File: src/rtl/axis_arb_pkg.sv
// Shared types and helpers for the AXI-Stream packet arbiter family.
package axis_arb_pkg;

  localparam int AXIS_DW = 32;

  typedef enum logic [1:0] {
    IDLE  = 2'd0,
    GRANT = 2'd1,
    DRAIN = 2'd2
  } arb_state_t;

  // Next index in a ring of n entries, wrapping n-1 back to 0.
  function automatic int rr_next(input int idx, input int n);
    return (idx >= n - 1) ? 0 : idx + 1;
  endfunction

endpackage

File: src/rtl/axis_rr_pick.sv
// Combinational round-robin picker: first requester strictly after 'last',
// wrapping around so 'last' itself is considered only after everyone else.
module axis_rr_pick
  import axis_arb_pkg::*;
#(
  parameter int N = 4,
  parameter int W = $clog2(N)
) (
  input  logic [N-1:0] req,
  input  logic [W-1:0] last,
  output logic [W-1:0] pick,
  output logic         any_req
);

  int idx;

  always_comb begin
    pick    = last;
    any_req = 1'b0;
    idx     = rr_next(int'(last), N);
    for (int i = 0; i < N; i++) begin
      if (!any_req && req[idx]) begin
        pick    = W'(idx);
        any_req = 1'b1;
      end
      idx = rr_next(idx, N);
    end
  end

endmodule

File: src/rtl/axis_pkt_arbiter.sv
// Packet-granular round-robin AXI-Stream arbiter with a registered output stage
// and a per-packet beat limit that truncates runaway packets.
module axis_pkt_arbiter
  import axis_arb_pkg::*;
#(
  parameter int NUM_SRC   = 4,
  parameter int MAX_BEATS = 1024,
  parameter int SRC_W     = $clog2(NUM_SRC)
) (
  input  logic                       clk,
  input  logic                       rst,
  input  logic [NUM_SRC*AXIS_DW-1:0] s_tdata,
  input  logic [NUM_SRC-1:0]         s_tvalid,
  output logic [NUM_SRC-1:0]         s_tready,
  input  logic [NUM_SRC-1:0]         s_tlast,
  input  logic [NUM_SRC-1:0]         s_tuser,
  output logic [AXIS_DW-1:0]         m_tdata,
  output logic                       m_tvalid,
  input  logic                       m_tready,
  output logic                       m_tlast,
  output logic                       m_tuser,
  output logic [SRC_W-1:0]           grant_idx,
  output logic                       busy,
  output logic                       trunc_pulse,
  output logic [15:0]                pkt_count
);

  localparam int CNT_W = $clog2(MAX_BEATS);

  arb_state_t         state;
  logic [CNT_W-1:0]   beat_cnt;
  logic               load_en;
  logic [AXIS_DW-1:0] sel_data;
  logic               sel_valid;
  logic               sel_last;
  logic               sel_user;
  logic               at_limit;
  logic               grant_hs;
  logic [SRC_W-1:0]   pick_idx;
  logic               any_req;

  axis_rr_pick #(
    .N (NUM_SRC),
    .W (SRC_W)
  ) u_pick (
    .req     (s_tvalid),
    .last    (grant_idx),
    .pick    (pick_idx),
    .any_req (any_req)
  );

  assign load_en   = !m_tvalid || m_tready;
  assign sel_data  = s_tdata[AXIS_DW*grant_idx +: AXIS_DW];
  assign sel_valid = s_tvalid[grant_idx];
  assign sel_last  = s_tlast[grant_idx];
  assign sel_user  = s_tuser[grant_idx];
  assign at_limit  = (beat_cnt == CNT_W'(MAX_BEATS - 1));
  assign grant_hs  = (state == GRANT) && sel_valid && load_en;
  assign busy      = (state != IDLE);

  // Only the granted source sees ready; while draining it is swallowed unconditionally.
  always_comb begin
    s_tready = '0;
    if (state == GRANT) begin
      s_tready[grant_idx] = load_en;
    end else if (state == DRAIN) begin
      s_tready[grant_idx] = 1'b1;
    end
  end

  always_ff @(posedge clk) begin
    if (rst) begin
      state       <= IDLE;
      grant_idx   <= SRC_W'(NUM_SRC - 1);
      beat_cnt    <= '0;
      m_tdata     <= '0;
      m_tvalid    <= 1'b0;
      m_tlast     <= 1'b0;
      m_tuser     <= 1'b0;
      trunc_pulse <= 1'b0;
      pkt_count   <= '0;
    end else begin
      trunc_pulse <= 1'b0;

      if (m_tvalid && m_tready && m_tlast) begin
        pkt_count <= pkt_count + 16'd1;
      end

      // A beat hitting the limit without tlast is forced to close the packet and flagged in tuser.
      if (grant_hs) begin
        m_tdata  <= sel_data;
        m_tvalid <= 1'b1;
        m_tlast  <= sel_last || at_limit;
        m_tuser  <= sel_user || (at_limit && !sel_last);
      end else if (m_tready) begin
        m_tvalid <= 1'b0;
      end

      case (state)
        IDLE: begin
          if (any_req) begin
            grant_idx <= pick_idx;
            beat_cnt  <= '0;
            state     <= GRANT;
          end
        end
        GRANT: begin
          if (grant_hs) begin
            if (sel_last) begin
              beat_cnt <= '0;
              state    <= IDLE;
            end else if (at_limit) begin
              beat_cnt    <= '0;
              trunc_pulse <= 1'b1;
              state       <= DRAIN;
            end else begin
              beat_cnt <= beat_cnt + 1'b1;
            end
          end
        end
        DRAIN: begin
          if (sel_valid && sel_last) begin
            state <= IDLE;
          end
        end
        default: state <= IDLE;
      endcase
    end
  end

endmodule

File: config.mk
export PLATFORM = sky130hd
export DESIGN_NAME = axis_pkt_arbiter
export DESIGN_NICKNAME = d
export VERILOG_FILES = /design/src/rtl/axis_arb_pkg.sv /design/src/rtl/axis_rr_pick.sv /design/src/rtl/axis_pkt_arbiter.sv
export SDC_FILE = /design/constraint.sdc
export NUM_CORES = 1
export LEC_CHECK = 0
export CAP_MARGIN = 20
export CORE_MARGIN = 2
export CORE_UTILIZATION = 41
export DETAILED_ROUTE_END_ITERATION = 7
export PLACE_DENSITY = 0.8
export SYNTH_ARGS = -nofsm -noshare
export SYNTH_HDL_FRONTEND = slang
export SYNTH_HIERARCHICAL = 1
export SYNTH_SLANG_ARGS = --single-unit
File: constraint.sdc
create_clock -name clk -period 2.8 [get_ports clk]
set_input_delay 0.28 -clock clk [delete_from_list [all_inputs] [get_ports clk]]
set_output_delay 0.28 -clock clk [all_outputs]
set_load 0.1 [all_outputs]
==> flow_metrics.tcl, run 1 <==
set metrics [dict create \
    status "completed" \
    maxCapViolations 0 \
    worstSetupPathType "reg -> reg" \
    fp-row-count 35 \
    io_pins 202 \
    numCtsBuffers 9 \
    cts_hold_buf 0 \
    worstMarginPinSlew_ps 543 \
    fmaxAchievable_mhz 431 \
    power.leakage_nw 2.41 \
    via_per_inst 5.41 \
    fin_crit_sh_pct 82.8 \
    start_kind "flop" \
    routed-via-count 4131 \
    layout_commonest_cell "clkdlybuf4s50_1" \
    slew_viol_final 0 \
    period_needed_ps 2320 \
    mostFrequentLayoutCells "141 x clkdlybuf4s50_1, 92 x nand2_1, 69 x buf_4, 64 x dfxtp_1, 41 x a21oi_1" \
    nets 775 \
    seqCellArea_um2 1330 \
    arrival_ps 2550 \
    whs_ps 378 \
    grt_max_degree 42 \
    yosysSeqAreaShare_pct 33.5 \
    syn_inst 436 \
    antenna_cells 0 \
    grt-ovfl-total 0 \
    synthArstFlopShare_pct 0 \
    cts-root-buf "clkbuf_8" \
    port_buffers 201 \
    synth_edf_count 0 \
    setup_ws_ps 482 \
    area_growth_pct 56.4 \
    setup_violations 0 \
    grt_pass1_wl_um 19700 \
    drive_gt1_share_pct 22.4 \
    cts_sinks 66 \
    cp_data_required_time_ps 3030 \
    drc 0 \
    dp_hpwl_um 10700 \
    post-place-ws_ps 323 \
    hp-class "in -> reg" \
    synth_flop_cell "dfxtp_1" \
    htreeDepth 3 \
    drtAntennaViolNets 0 \
    worstSetupEndpointType "flop" \
    cts.repair.resized 0 \
    multi_input_area_um2 2450 \
    first_pass_iters 4 \
    cts.clk_slew.worst_paths_ps 80 \
    synth-seq-cells 66 \
    start_util_pct 42.5 \
    dieArea_um2 10400 \
    ir_drop_mv 0.501 \
    rsz0062_at_grt "false" \
    die_w_um 102 \
    avgRoutedWirePerCell_um 17.6 \
    power.density_nw_per_um2 602 \
    hold_viol 0 \
    setup-tns-final_ps 0 \
    yosysUniqueCellTypes 55 \
    die_h_um 102 \
    critPathMaxFanout 25 \
    globalplace.congestion 0.934 \
    synth_fp_nets 582 \
    clock_skew_ps 13.5 \
    post-cts-setup-buffer-count 0 \
    cts_max_path_buffers 2 \
    clk_latency_ps 340 \
    max_slew_margin_pct 63.6 \
    grt_pass1_vias 4012 \
    fillers 772 \
    grt_usage_pct 24.4 \
    initialDrtViolationCount 227 \
    cts_tree "built" \
    totalWireLength_um 13400 \
    yosys_warnings 6 \
    postSynthAreaPerCell_um2 9.05 \
    syn_area_um2 3950 \
    antenna_found_initial 0 \
    core_area_um2 9280 \
]
stage by stage:
step                std cells  utilization (%)  area (um2)  total power, mW
detailed placement        747             64.4        5980             2.94
floorplan                 436                -        3960             2.42
global placement          747             64.4        5980             2.92
CTS                       763             66.5        6170             3.74
finish                    763             66.5        6170             3.71
global route              763             66.5        6170             3.89
power by group:
group / switching (mW) / internal (mW)
logic: 1.14 / 0.694
clock network: 0.377 / 0.413
registers: 0.0663 / 1.02
total: 1.59 / 2.13
metal layers:
layer | routed length [um] | track usage (%) | up-vias
met3 | 930 | 6.43 | 31
met5 | 0 | 0 | -
li1 | - | - | 1972
met4 | 400 | 9.13 | 0
met1 | 5290 | 28.6 | 1955
met2 | 6780 | 42.9 | 173
Yosys cell counts, types with 3 or more instances:
| master | number | area (um2) |
|---|---|---|
| nand2_1 | 92 | 345 |
| dfxtp_1 | 66 | 1320 |
| a21oi_1 | 42 | 210 |
| mux4_2 | 34 | 766 |
| nor2_1 | 32 | 120 |
| clkbuf_1 | 13 | 48.8 |
| nand3_1 | 12 | 60.1 |
| xor2_1 | 12 | 105 |
| buf_2 | 11 | 55.1 |
| and3_1 | 10 | 62.6 |
| nor3_1 | 7 | 35.0 |
| a211o_1 | 6 | 52.6 |
| inv_1 | 6 | 22.5 |
| nor2b_1 | 6 | 37.5 |
| o22ai_1 | 6 | 37.5 |
| buf_4 | 5 | 37.5 |
| a31oi_1 | 4 | 25.0 |
| mux2i_1 | 4 | 40.0 |
| nand4_1 | 4 | 25.0 |
| o21ai_0 | 4 | 20.0 |
| xnor2_1 | 4 | 35.0 |
| a21o_1 | 3 | 22.5 |
| ha_1 | 3 | 37.5 |
| mux2_2 | 3 | 33.8 |
| nand3b_1 | 3 | 22.5 |
| nor4_1 | 3 | 18.8 |
| nor4b_1 | 3 | 26.3 |
cell families after synthesis:
family / share of synthesized area (%)
and+or+nand+nor: 22.4
DFF: 33.5
xor gates and xnor gates: 3.55
buffers and inverters: 4.91
adders and majority gates: 0.951
AOI/OAI and AO/OA: 13.4
muxes: 21.3
worst paths after layout:
path / from / cells past startpoint / to / slack [ps]
setup reg to reg: grant_idx[0] / 7 / grant_idx[1] / 480
hold / removal: rst / 2 / m_tdata[19] / 380
setup / recovery: grant_idx[0] / 7 / grant_idx[1] / 480
hold reg to reg: m_tdata[5] / 2 / m_tdata[5] / 460
worst max-delay path: stages, from the launching register on:
cell	delay, ps
dfxtp_4	430
ha_1	550
nor2b_1	330
mux2i_1	130
o22a_1	220
o22ai_1	170
o22ai_1	110
a211o_1	260
flip-flops by register name, indices dropped and copies added (netlist names):
name	flops
m_tdata	32
pkt_count	16
beat_cnt	10
grant_idx	2
state	2
m_tlast	1
m_tuser	1
m_tvalid	1
trunc_pulse	1
area by class of cell:
cell class                      count  share of cell area (%)
Clock buffer                       10                    2.07
Inverter                            6                   0.365
Timing Repair Buffer              215                    32.6
Clock inverter                      6                    1.07
Tap cell                          129                    2.62
Multi-Input combinational cell    331                    39.8
Sequential cell                    66                    21.5
No activity file was read; power rests on OpenSTA's default activity.
==> inputs of run 2 (changes only) <==
CORE_UTILIZATION = 37   (was 41)
PLACE_DENSITY = 0.76   (was 0.8)
clock period = 1.9 ns   (was 2.8 ns; I/O delays follow)
==> flow_metrics.tcl, run 2 (synthesis results as in run 1) <==
set metrics [dict create \
    post-place-ws_ps -179 \
    worstSetupEndpointType "flop" \
    arrival_ps 2200 \
    globalplace.congestion 0.853 \
    violations "setup timing" \
    ir_drop_mv 0.788 \
    setup_ws_ps -31.7 \
    multi_input_area_um2 2600 \
    worstMarginPinSlew_ps 371 \
    fillers 817 \
    status "finished, violations left" \
    clock_skew_ps 9.91 \
    hold_viol 0 \
    worstSetupPathType "reg -> reg" \
    seqCellArea_um2 1350 \
    critPathTopFamily "compound AO/OA/AOI/OAI gates" \
    cp_data_required_time_ps 2170 \
    drc 0 \
    total_power_mw 6.01 \
    cts_tree "built" \
    power.density_nw_per_um2 892 \
    drive_gt1_share_pct 30.5 \
    max_slew_margin_pct 75.3 \
    initialDrtViolationCount 227 \
    slew_viol_final 0 \
    hp-class "in -> reg" \
    die_h_um 107 \
    fin_crit_sh_pct 102 \
    dieArea_um2 11500 \
    grt_max_degree 36 \
    antenna_cells 0 \
    area_growth_pct 70.6 \
    critPathBufInv 1 \
    period_needed_ps 1930 \
    mostFrequentLayoutCells "141 x clkdlybuf4s50_1, 92 x nand2_1, 91 x buf_4, 51 x dfxtp_1, 41 x a21oi_1" \
    p_comb_share_pct 51.7 \
    cts_hold_buf 0 \
    placedCellCount 776 \
    largest_reg_flops 32 \
    cts-root-buf "clkbuf_8" \
    grt_pass1_vias 4142 \
    first_pass_iters 5 \
    fmaxAchievable_mhz 518 \
    fp-row-count 37 \
    fin_cells 802 \
    max_stage_delay_ps 510 \
    maxCapViolations 0 \
    start_kind "flop" \
    seqPwrFrac_pct 26.5 \
    io_pins 202 \
    largest-register "m_tdata" \
    totalWireLength_um 14000 \
    htreeDepth 3 \
    setup_violations 1 \
    grt_pass1_wl_um 20800 \
    numCtsBuffers 9 \
    die_w_um 107 \
    core_area_um2 10300 \
    cts_max_path_buffers 2 \
    grt-ovfl-total 0 \
    layout_commonest_cell "clkdlybuf4s50_1" \
    pwr-share-clk_pct 21.7 \
    p_sw_share_pct 40.6 \
    crit_chain "buf_12 > mux4_2 > or2_4 > a211oi_4 > a41oi_2 > a31oi_1" \
    critPathMaxFanout 7 \
    cts_sinks 66 \
    avgRoutedWirePerCell_um 17.5 \
    dp_hpwl_um 11000 \
    drtAntennaViolNets 0 \
    cts.clk_slew.worst_paths_ps 80 \
    start_util_pct 38.2 \
    clk_latency_ps 350 \
    switchingPower_mw 2.44 \
    via_per_inst 5.35 \
    rsz0062_at_grt "true" \
    grt_usage_pct 23.0 \
    top_regs "m_tdata x32, pkt_count x16, beat_cnt x10" \
    nets 807 \
    cp_slowest_cell "mux4_2" \
    internal_power_mw 3.57 \
    port_buffers 201 \
    routed-via-count 4293 \
    power.leakage_nw 2.68 \
    antenna_found_initial 0 \
]
==> run 2: cell types whose count changed in the layout (fill, tap and decap cells not counted), sizes merged <==
cell / before / now
buf: 74 / 105
inv: 7 / 6
clkinv: 3 / 1
clkbuf: 10 / 14
==> run 2: worst register-to-register path, stage by stage, from the launching register on <==
cell,delay [ps]
dfxtp_4,420
buf_12,130
mux4_2,510
or2_4,270
a211oi_4,230
a41oi_2,140
a31oi_1,150
==> run 2: what timing repair did <==
item / 4_1_cts / 5_1_grt
setup buffers: 4 / 5
pin swaps: 2 / 9
resized for setup: 3 / 9
gates cloned: 0 / 1
endpoints found under the setup margin: 6 / 26
==> run 2: area by class of cell <==
class                   instances  share of cell area, %
clock buffers                  13                   2.69
clock inverters                 3                  0.632
inverters                       6                  0.334
multi-input cells             331                   38.6
flip-flops and latches         66                   20.0
well taps                     136                   2.53
repair buffers                247                   35.3
==> run 2: path summary, 6_finish.rpt <==
kind                              startpoint     endpoint  slack, ps  depth (start not counted)
worst max register to register  grant_idx[0]  beat_cnt[8]        -30                          6
worst min register to register   m_tdata[22]  m_tdata[22]        450                          2
worst min-delay path                     rst  m_tdata[27]        250                          2
worst max-delay path            grant_idx[0]  beat_cnt[8]        -30                          6
==> run 2: power by group through the flow <==
stage	logic, mW	registers (mW)	clock network (mW)
finish	3.11	1.59	1.31
global route	3.26	1.61	1.40
CTS	3.00	1.59	1.33
detailed placement	2.93	1.63	0
global placement	2.89	1.62	0
floorplan	1.32	2.38	0
==> run 2: routing by layer <==
metal / up-vias / part of all wire (%) / GRT usage [%]
li1: 2038 / - / -
met1: 2067 / 39 / 27.0
met2: 169 / 51 / 40.3
met3: 19 / 7.4 / 6.36
met4: 0 / 1.7 / 7.33
met5: - / 0 / 0
==> run 2: stage by stage <==
step | setup TNS [ps] | hold WS [ps] | utilization (%) | area (um2)
final | -31.7 | 253 | 65.3 | 6740
after global routing | -331 | 263 | 65.3 | 6740
after CTS | 0 | 238 | 64.1 | 6620
after detailed placement | -5340 | 444 | 61.4 | 6340
after global placement | -3040 | 439 | 61.4 | 6340
after floorplan | -2490 | 430 | - | 4150
==> inputs of run 3 (changes only) <==
--- a/constraint.sdc
+++ b/constraint.sdc
@@ -3,2 +3,2 @@
 set_output_delay 0.19 -clock clk [all_outputs]
-set_load 0.1 [all_outputs]
+set_load 0.02 [all_outputs]
==> flow_metrics.tcl, run 3 (synthesis results as in run 1) <==
set metrics [dict create \
    status "finished, violations left" \
    violations "setup timing" \
    cts_sinks 66 \
    r2r_start "grant_idx[1]" \
    grt-ovfl-total 0 \
    grt_use_met3_pct 5.33 \
    start_util_pct 38.2 \
    arrival_ps 2190 \
    drtAntennaViolNets 0 \
    globalplace.congestion 0.852 \
    power.leakage_nw 2.47 \
    avgRoutedWirePerCell_um 17.3 \
    period_needed_ps 1970 \
    antenna_cells 0 \
    antenna_found_initial 0 \
    fin_cells 797 \
    worstSetupPathType "reg -> reg" \
    nets 802 \
    via_per_inst 5.38 \
    start_kind "flop" \
    cts_hold_buf 0 \
    totalWireLength_um 13800 \
    max_slew_margin_pct 61.6 \
    die_w_um 107 \
    cts.clk_slew.worst_paths_ps 70 \
    hold_viol 0 \
    drc 0 \
    clk_latency_ps 340 \
    rsz0062_at_grt "true" \
    setup_violations 5 \
    largest_reg_flops 32 \
    cts-root-buf "clkbuf_8" \
    worstMarginPinSlew_ps 572 \
    port_buffers 201 \
    grt_usage_pct 22.3 \
    placedCellCount 774 \
    routed-via-count 4288 \
    maxCapViolations 0 \
    rr_worst_depth 7 \
    cp_data_required_time_ps 2130 \
    top_regs "m_tdata x32, pkt_count x16, beat_cnt x10" \
    drive_gt1_share_pct 19.1 \
    fp-row-count 37 \
    critPathMaxFanout 8 \
    htreeDepth 3 \
    met2_usage_pct 40.6 \
    cts_max_path_buffers 2 \
    io_pins 202 \
    layout_commonest_cell "clkdlybuf4s50_1" \
    min_path_cells 2 \
    met1_usage_pct 25.6 \
    ir_drop_mv 0.516 \
    grt_pass1_vias 4203 \
    cp-startpoint "grant_idx[1]" \
    post-place-ws_ps -263 \
    fin_crit_sh_pct 103 \
    largest-register "m_tdata" \
    first_pass_iters 5 \
    hp-class "in -> reg" \
    post-route-cell-area_um2 6650 \
    grt_max_degree 35 \
    dieArea_um2 11500 \
    dp_hpwl_um 10600 \
    fmaxAchievable_mhz 509 \
    numCtsBuffers 9 \
    placed_area_um2 6250 \
    mostFrequentLayoutCells "195 x clkdlybuf4s50_1, 92 x nand2_1, 64 x dfxtp_1, 39 x a21oi_1, 34 x mux4_2" \
    worstSetupEndpointType "flop" \
    worstHoldStart "rst" \
    cts_tree "built" \
    grt_pass1_wl_um 20300 \
    area_growth_pct 68.6 \
    core_area_um2 10300 \
    initialDrtViolationCount 258 \
    fillers 822 \
    power.density_nw_per_um2 753 \
    grt.busiest_layer "met2" \
    setup_ws_ps -65.1 \
    die_h_um 107 \
    slew_viol_final 0 \
    clock_skew_ps 13.0 \
]
==> run 3: changes by cell type in the layout (fill, tap and decap cells not counted), moves of 10 or more <==
| cell | change |
|---|---|
| dfxtp_1 | +13 |
| buf_12 | -10 |
| clkdlybuf4s50_1 | +54 |
| buf_4 | -58 |
| dfxtp_2 | -13 |
==> run 3: metrics by stage <==
step	setup TNS [ps]	hold slack, ps	total power [mW]	util (%)
global placement	-2990	442	3.68	60.5
CTS	-49.0	218	4.91	62.9
finish	-183	233	5.01	64.5
floorplan	-640	394	2.85	-
detailed placement	-5450	447	3.72	60.5
global route	-1050	239	5.26	64.5
==> run 3: cell type report <==
type / instances / area (um2) / share of cell area, %
flip-flops and latches: 66 / 1330 / 20.0
well taps: 136 / 170 / 2.56
multi-input cells: 331 / 2550 / 38.4
repair buffers: 242 / 2380 / 35.7
inverters: 6 / 22.5 / 0.338
clock inverters: 4 / 32.5 / 0.489
clock buffers: 12 / 166 / 2.50
==> run 3: final timing paths <==
kind                                      to  slack [ps]
worst max-delay path            grant_idx[0]         -70
worst min-delay path             m_tdata[12]         230
worst max register to register  grant_idx[0]         -70
worst min register to register    m_tdata[6]         450
==> run 3: routing by layer <==
| metal | up-vias | routed length (um) |
|---|---|---|
| met5 | - | 0 |
| met4 | 0 | 299 |
| met3 | 21 | 1030 |
| met2 | 185 | 7130 |
| met1 | 2058 | 5330 |
| li1 | 2024 | - |
==> run 3: worst max-delay path: stages, from the launching register on <==
cell and delay (ps):
dfxtp_4 380, ha_4 320, nor2_2 70, a221oi_2 290, a211oi_1 110, a221oi_1 290
o21ai_1 130, a211o_1 260
==> run 3: power breakdown <==
part,switching [mW],internal [mW]
Clock,0.555,0.596
Combinational,1.04,1.24
Sequential,0.0790,1.50
==> run 3: repair_timing <==
item                       CTS  global route
setup endpoints to repair   11            42
gates resized for setup     17            25
cloned                       0             1
pin swaps                    1            10
setup buffers                1             6
